`src/rtl/imem_loader_if.sv`:
```
// Byte-stream input and instruction-memory write port of the program loader.
// master = host/byte source side, slave = loader side.
interface imem_loader_if #(parameter int ADDR_WIDTH = 12);
  logic                  start;
  logic                  byte_valid;
  logic [7:0]            byte_data;
  logic                  byte_ready;
  logic                  wr_en;
  logic [ADDR_WIDTH-1:0] wr_addr;
  logic [31:0]           wr_data;
  logic                  cpu_rst;
  logic                  busy;
  logic                  done;
  logic                  err;

  modport master (
    output start, byte_valid, byte_data,
    input  byte_ready, wr_en, wr_addr, wr_data, cpu_rst, busy, done, err
  );

  modport slave (
    input  start, byte_valid, byte_data,
    output byte_ready, wr_en, wr_addr, wr_data, cpu_rst, busy, done, err
  );
endinterface

```
`src/rtl/imem_loader.sv`:
```
// Loads a length-prefixed little-endian byte stream into instruction memory
// while holding the core in reset; releases the core once the image is written.
module imem_loader #(
  parameter int ADDR_WIDTH = 12
) (
  input  logic          clk,
  input  logic          rst_n,
  imem_loader_if.slave  bus
);
  localparam int          IDX_W     = ADDR_WIDTH - 2;
  localparam logic [16:0] MEM_WORDS = 17'(1) << IDX_W;

  typedef enum logic [2:0] {
    S_IDLE, S_LEN0, S_LEN1, S_DATA, S_WRITE, S_DONE, S_ERR
  } state_t;

  state_t            r_state, w_next;
  logic [15:0]       r_len;
  logic [IDX_W-1:0]  r_idx;
  logic [1:0]        r_bcnt;
  logic [31:0]       r_word;
  logic              r_cpu_rst;

  logic              w_ready, w_accept, w_start_ok, w_last;
  logic [15:0]       w_n;

  assign w_accept = bus.byte_valid & w_ready;
  assign w_n      = {bus.byte_data, r_len[7:0]};
  assign w_last   = (16'(r_idx) == (r_len - 16'd1));

  always_comb begin
    w_next     = r_state;
    w_ready    = 1'b0;
    w_start_ok = 1'b0;
    bus.wr_en  = 1'b0;
    bus.busy   = 1'b0;
    bus.done   = 1'b0;
    bus.err    = 1'b0;
    case (r_state)
      S_IDLE: begin
        w_start_ok = bus.start;
        if (bus.start) w_next = S_LEN0;
      end
      S_LEN0: begin
        w_ready  = 1'b1;
        bus.busy = 1'b1;
        if (w_accept) w_next = S_LEN1;
      end
      S_LEN1: begin
        w_ready  = 1'b1;
        bus.busy = 1'b1;
        if (w_accept) begin
          if (w_n == 16'd0)                 w_next = S_DONE;
          else if ({1'b0, w_n} > MEM_WORDS) w_next = S_ERR;
          else                              w_next = S_DATA;
        end
      end
      S_DATA: begin
        w_ready  = 1'b1;
        bus.busy = 1'b1;
        if (w_accept && r_bcnt == 2'd3) w_next = S_WRITE;
      end
      S_WRITE: begin
        bus.wr_en = 1'b1;
        bus.busy  = 1'b1;
        w_next    = w_last ? S_DONE : S_DATA;
      end
      S_DONE: begin
        bus.done   = 1'b1;
        w_start_ok = bus.start;
        w_next     = bus.start ? S_LEN0 : S_IDLE;
      end
      S_ERR: begin
        bus.err    = 1'b1;
        w_start_ok = bus.start;
        if (bus.start) w_next = S_LEN0;
      end
      default: w_next = S_IDLE;
    endcase
  end

  always_ff @(posedge clk or negedge rst_n) begin
    if (!rst_n) begin
      r_state   <= S_IDLE;
      r_len     <= '0;
      r_idx     <= '0;
      r_bcnt    <= '0;
      r_word    <= '0;
      r_cpu_rst <= 1'b1;
    end else begin
      r_state <= w_next;
      if (w_start_ok) begin
        r_idx     <= '0;
        r_bcnt    <= '0;
        r_cpu_rst <= 1'b1;
      end
      if (r_state == S_LEN0 && w_accept) r_len[7:0]  <= bus.byte_data;
      if (r_state == S_LEN1 && w_accept) r_len[15:8] <= bus.byte_data;
      // Shift right so the first byte of a word ends up in bits [7:0].
      if (r_state == S_DATA && w_accept) begin
        r_word <= {bus.byte_data, r_word[31:8]};
        r_bcnt <= r_bcnt + 2'd1;
      end
      if (r_state == S_WRITE && !w_last) r_idx <= r_idx + 1'b1;
      // Core leaves reset on the same cycle done is shown.
      if (w_next == S_DONE && r_state != S_DONE) r_cpu_rst <= 1'b0;
      if (w_next == S_ERR)                       r_cpu_rst <= 1'b1;
    end
  end

  assign bus.byte_ready = w_ready;
  assign bus.wr_addr    = {r_idx, 2'b00};
  assign bus.wr_data    = r_word;
  assign bus.cpu_rst    = r_cpu_rst;
endmodule
```
`src/flat_wrapper.sv`:
```
// flat-port wrapper written by rule: the top's interface ports become plain ports
module imem_loader_flat 
#(
  parameter int ADDR_WIDTH = 12
)
  (clk, rst_n, bus_start, bus_byte_valid, bus_byte_data, bus_byte_ready, bus_wr_en, bus_wr_addr, bus_wr_data, bus_cpu_rst, bus_busy, bus_done, bus_err);
  imem_loader_if #(.ADDR_WIDTH(ADDR_WIDTH)) bus_i ();
  input  logic clk;
  input  logic rst_n;
  input wire logic [$bits(bus_i.start)-1:0] bus_start;
  input wire logic [$bits(bus_i.byte_valid)-1:0] bus_byte_valid;
  input wire logic [$bits(bus_i.byte_data)-1:0] bus_byte_data;
  output wire logic [$bits(bus_i.byte_ready)-1:0] bus_byte_ready;
  output wire logic [$bits(bus_i.wr_en)-1:0] bus_wr_en;
  output wire logic [$bits(bus_i.wr_addr)-1:0] bus_wr_addr;
  output wire logic [$bits(bus_i.wr_data)-1:0] bus_wr_data;
  output wire logic [$bits(bus_i.cpu_rst)-1:0] bus_cpu_rst;
  output wire logic [$bits(bus_i.busy)-1:0] bus_busy;
  output wire logic [$bits(bus_i.done)-1:0] bus_done;
  output wire logic [$bits(bus_i.err)-1:0] bus_err;
  assign bus_i.start = bus_start;
  assign bus_i.byte_valid = bus_byte_valid;
  assign bus_i.byte_data = bus_byte_data;
  assign bus_byte_ready = bus_i.byte_ready;
  assign bus_wr_en = bus_i.wr_en;
  assign bus_wr_addr = bus_i.wr_addr;
  assign bus_wr_data = bus_i.wr_data;
  assign bus_cpu_rst = bus_i.cpu_rst;
  assign bus_busy = bus_i.busy;
  assign bus_done = bus_i.done;
  assign bus_err = bus_i.err;
  imem_loader #(.ADDR_WIDTH(ADDR_WIDTH)) u_core (.clk(clk), .rst_n(rst_n), .bus(bus_i));
endmodule
```
`config.mk`:
```
export PLATFORM = sky130hd
export DESIGN_NAME = imem_loader_flat
export DESIGN_NICKNAME = d
export VERILOG_FILES = /design/src/rtl/imem_loader_if.sv /design/src/rtl/imem_loader.sv /design/src/flat_wrapper.sv
export SDC_FILE = /design/constraint.sdc
export NUM_CORES = 1
export LEC_CHECK = 0
export ABC_CLOCK_PERIOD_IN_PS = 2600
export CAP_MARGIN = 5
export CORE_UTILIZATION = 47
export DETAILED_ROUTE_END_ITERATION = 12
export GPL_TIMING_DRIVEN = 0
export HOLD_SLACK_MARGIN = 0.12
export PLACE_DENSITY = 0.76
export RECOVER_POWER = 100
export SLEW_MARGIN = 20
export SYNTH_ARGS = -nofsm -noshare
export SYNTH_HDL_FRONTEND = slang
export SYNTH_SLANG_ARGS = --single-unit
```
`constraint.sdc`:
```
create_clock -name clk -period 2.6 [get_ports clk]
set_input_delay 0.39 -clock clk [delete_from_list [all_inputs] [get_ports clk]]
set_output_delay 0.39 -clock clk [all_outputs]
set_load 0.05 [all_outputs]
```
==> reports/summary.md <==
* part of the cycle the worst path needs: 104%
* end of the worst register-to-register path: u_core.r_idx[1]
* relative area change from synthesis to final layout: 36.2%
* final routed DRC violation total: 0
* number of fill cells in the layout: 523
* highest clock frequency the design can meet: 370 MHz
* via count of the first global-routing pass: 2,558
* Critical Path RT: 2880 ps
* final worst-path setup slack: -102 ps
* total grt overflow: 0
* clock tree from TritonCTS: done
* HP Class: in -> async
* number of buffers added by the clock tree synthesis step: 9
* worst slew slack as a fraction of its limit: 5.42%
* I/O Pins: 62
* leak pwr: 1.90 nW
* # Max-Cap Violations: 0
* Tightest Pin Transition: 1420 ps
* Netlist cell types: 54
* Final Max Tran Viols: 0
* H-tree depth: 3
* Placement Setup Slack: -449 ps
* die outline height: 85.9 microns
* Worst Clk Skew: 8.76 ps
* number of setup violations in the final report: 11
* Clk pin slew, worst setup/hold paths: 70 ps
* most used flip-flop cell after synthesis: sky130_fd_sc_hd__dfrtp_1
* antenna violations before repair: 0
* Register-to-Register Path Depth: 8
* arrival time of the worst setup path: 2980 ps
* post-DR wirelength/cell: 15.8 microns
* setup repair after global routing missed its margin: yes
* maximum VDD drop: 0.000775 V
* Detail Route Antenna Nets: 0
* root buf cell: sky130_fd_sc_hd__clkbuf_8
* maximum number of pins on one net before global-route repair: 59
* overall die width: 85.9 microns
* Post-Syn Instances: 298
* dpl cell area: 4080 sq um
* Period minus WS final: 2700 ps
* TritonCTS Sinks: 64
* R2R Path Start: u_core.r_len[0]
* violated checks: negative setup slack
* launching element type of the critical path: flop
* most frequent standard cell in the layout excluding fill and tap cells: sky130_fd_sc_hd__dfrtp_1
* TritonRoute pass-1 iters: 4
* final hold violation count: 0
* Synth async-reset ratio: 100%
* average footprint of a synthesized cell: 11.1 sq um
* maximum net fanout on the critical path: 5
* placed wire-length estimate: 5170 microns
* overall fraction of global-route tracks in use: 22.1%
* wire length of the first global-routing pass: 12,500 microns
* timing startpoint of the critical path: u_core.r_len[0]
* number of synthesis warnings: 0
* power after layout: 6.01 mW
* final sum of negative setup slack: -594 ps
* power density over cell area: 1330 nW/um^2
* Die ar.: 7380 sq um
* flip-flop and latch count after synthesis: 64
* DRT iter0 DRCs: 181
* latest clock arrival within the worst-skew pair: 350 ps
* final standard cell utilization of the core: 66.3%
* Vias per Instance: 5.60
* worst setup path class: reg -> reg
* total number of vias: 2,722
* share of post-route cells with drive strength above 1: 30.5%
* Core Footprint: 6790 sq um
* layout net count: 401
* design area: 4510 sq um
* share of the yosys chip area belonging to registers: 48.5%
* flop-to-flop setup slack: -100 ps
* Placer Congestion: 0.842
* effective utilization at floorplan: 48.7%
* Antenna Cells: 0
* result of the run: finished with violations
* number of placement rows: 30
* endpoint kind of the worst setup timing path: flop
* highest-count cells in the layout ignoring fill and taps: sky130_fd_sc_hd__dfrtp_1 (59), sky130_fd_sc_hd__mux2_2 (45), sky130_fd_sc_hd__dlygate4sd3_1 (45), sky130_fd_sc_hd__buf_4 (17), sky130_fd_sc_hd__nand2_1 (16)
* number of buffers on the longest clock path: 2
* post-synth design cell area: 3310 sq um
* wirelength, routed: 7700 microns
* number of enable-type register cells in the synthesized netlist: 0
* number of buffers added on ports: 59
[state kept, by name, summed over array words and instances, names as in the netlist]
| signal | cells |
|---|---|
| u_core.bus.cpu_rst | 1 |
| u_core.bus.wr_data | 32 |
| u_core.r_bcnt | 2 |
| u_core.r_idx | 10 |
| u_core.r_state | 3 |
| u_core.r_len | 16 |
[cell families (layout without fill, tap and decap cells)]
group	after synthesis	count (layout)	synth area share (%)
and+or+nand+nor	95	95	16.8
DFF	64	64	48.5
AOI/OAI and AO/OA	49	49	10.4
muxes	47	47	15.9
buffers and inverters	26	117	3.59
xor gates and xnor gates	12	12	3.18
adders and majority gates	4	4	1.51
other	1	2	0.113
[per-layer routing]
layer	share of wire, %	vias to the layer above	GRT usage, %
met5	0	-	0
met4	2.4	0	8.03
met3	4.2	17	5.10
met2	49	78	36.1
met1	44	1360	28.7
li1	-	1267	-
[area by class of cell]
| type | count | area (sq um) | area share, % |
|---|---|---|---|
| plain buffers | 10 | 63.8 | 1.42 |
| inverters | 13 | 51.3 | 1.14 |
| clock inverters | 6 | 92.6 | 2.05 |
| multi-input cells | 209 | 1710 | 38.0 |
| flip-flops and latches | 64 | 1610 | 35.7 |
| clock buffers | 10 | 138 | 3.05 |
| repair buffers | 78 | 721 | 16.0 |
| well taps | 96 | 120 | 2.67 |
[critical path, cell delays in order, from the launching register on]
cell	delay, ps
sky130_fd_sc_hd__dfrtp_2	430
sky130_fd_sc_hd__buf_6	130
sky130_fd_sc_hd__or4_4	500
sky130_fd_sc_hd__or4_4	420
sky130_fd_sc_hd__o22a_1	210
sky130_fd_sc_hd__a2111oi_4	400
sky130_fd_sc_hd__or2b_1	220
sky130_fd_sc_hd__buf_6	140
sky130_fd_sc_hd__mux2i_1	170
[metrics by stage]
| step | std cells | hold slack, ps |
|---|---|---|
| final | 486 | 482 |
| after global routing | 486 | 520 |
| after CTS | 484 | 401 |
| after detailed placement | 455 | 226 |
| after floorplan | 299 | 94.4 |
| after global placement | 454 | 486 |
[where the power goes]
part	switching, mW	internal (mW)
Clock	0.410	0.569
Sequential	0.393	1.43
Combinational	1.95	1.26
[synth_stat cells, types with 2 or more instances]
master	number	area [sq um]
sky130_fd_sc_hd__buf_4	3	22.5
sky130_fd_sc_hd__and2_1	2	12.5
sky130_fd_sc_hd__mux2_2	45	507
sky130_fd_sc_hd__nor3_1	8	40.0
sky130_fd_sc_hd__o211ai_1	2	15.0
sky130_fd_sc_hd__a221oi_1	2	17.5
sky130_fd_sc_hd__or4_1	4	30.0
sky130_fd_sc_hd__o21ai_0	16	80.1
sky130_fd_sc_hd__nand2_1	18	67.6
sky130_fd_sc_hd__nand3_1	12	60.1
sky130_fd_sc_hd__nand2b_1	4	25.0
sky130_fd_sc_hd__ha_1	4	50.1
sky130_fd_sc_hd__nor2_1	11	41.3
sky130_fd_sc_hd__clkbuf_1	7	26.3
sky130_fd_sc_hd__a22oi_1	2	15.0
sky130_fd_sc_hd__o21ai_1	2	10.0
sky130_fd_sc_hd__xnor2_1	9	78.8
sky130_fd_sc_hd__dfrtp_1	63	1580
sky130_fd_sc_hd__mux2i_1	2	20.0
sky130_fd_sc_hd__xor2_1	3	26.3
sky130_fd_sc_hd__a21oi_1	6	30.0
sky130_fd_sc_hd__and3_1	5	31.3
sky130_fd_sc_hd__nor4_1	5	31.3
sky130_fd_sc_hd__nand4b_1	2	17.5
sky130_fd_sc_hd__nand4_1	3	18.8
sky130_fd_sc_hd__or4_4	2	22.5
sky130_fd_sc_hd__a211o_1	3	26.3
sky130_fd_sc_hd__o22ai_1	2	12.5
sky130_fd_sc_hd__nor2b_1	2	12.5
sky130_fd_sc_hd__nand3b_1	4	30.0
sky130_fd_sc_hd__buf_2	2	10.0
sky130_fd_sc_hd__a31o_1	5	43.8
sky130_fd_sc_hd__or3_1	6	37.5
sky130_fd_sc_hd__inv_1	12	45.0
[repair_timing]
action	4_1_cts	5_1_grt
hold buffers	1	0
endpoints found under the hold margin	6	0
pin swaps	10	10
cloned	1	0
gates resized for setup	19	23
setup endpoints to repair	16	38
setup buffers	11	5
[how the worst max path moves through the flow]
| stage | to | slack [ps] | cells after the start |
|---|---|---|---|
| 3_5_place_dp | u_core.r_idx[4] | -450 | 7 |
| 4_1_cts | u_core.r_idx[1] | -90 | 9 |
| 5_1_grt | u_core.r_idx[1] | -170 | 8 |
| 2_1_floorplan | u_core.r_idx[1] | -40 | 10 |
| 6_report | u_core.r_idx[1] | -100 | 8 |
| 3_3_place_gp | u_core.bus.wr_data[9] | -970 | 1 |
Power figures use the tool's default switching activity.
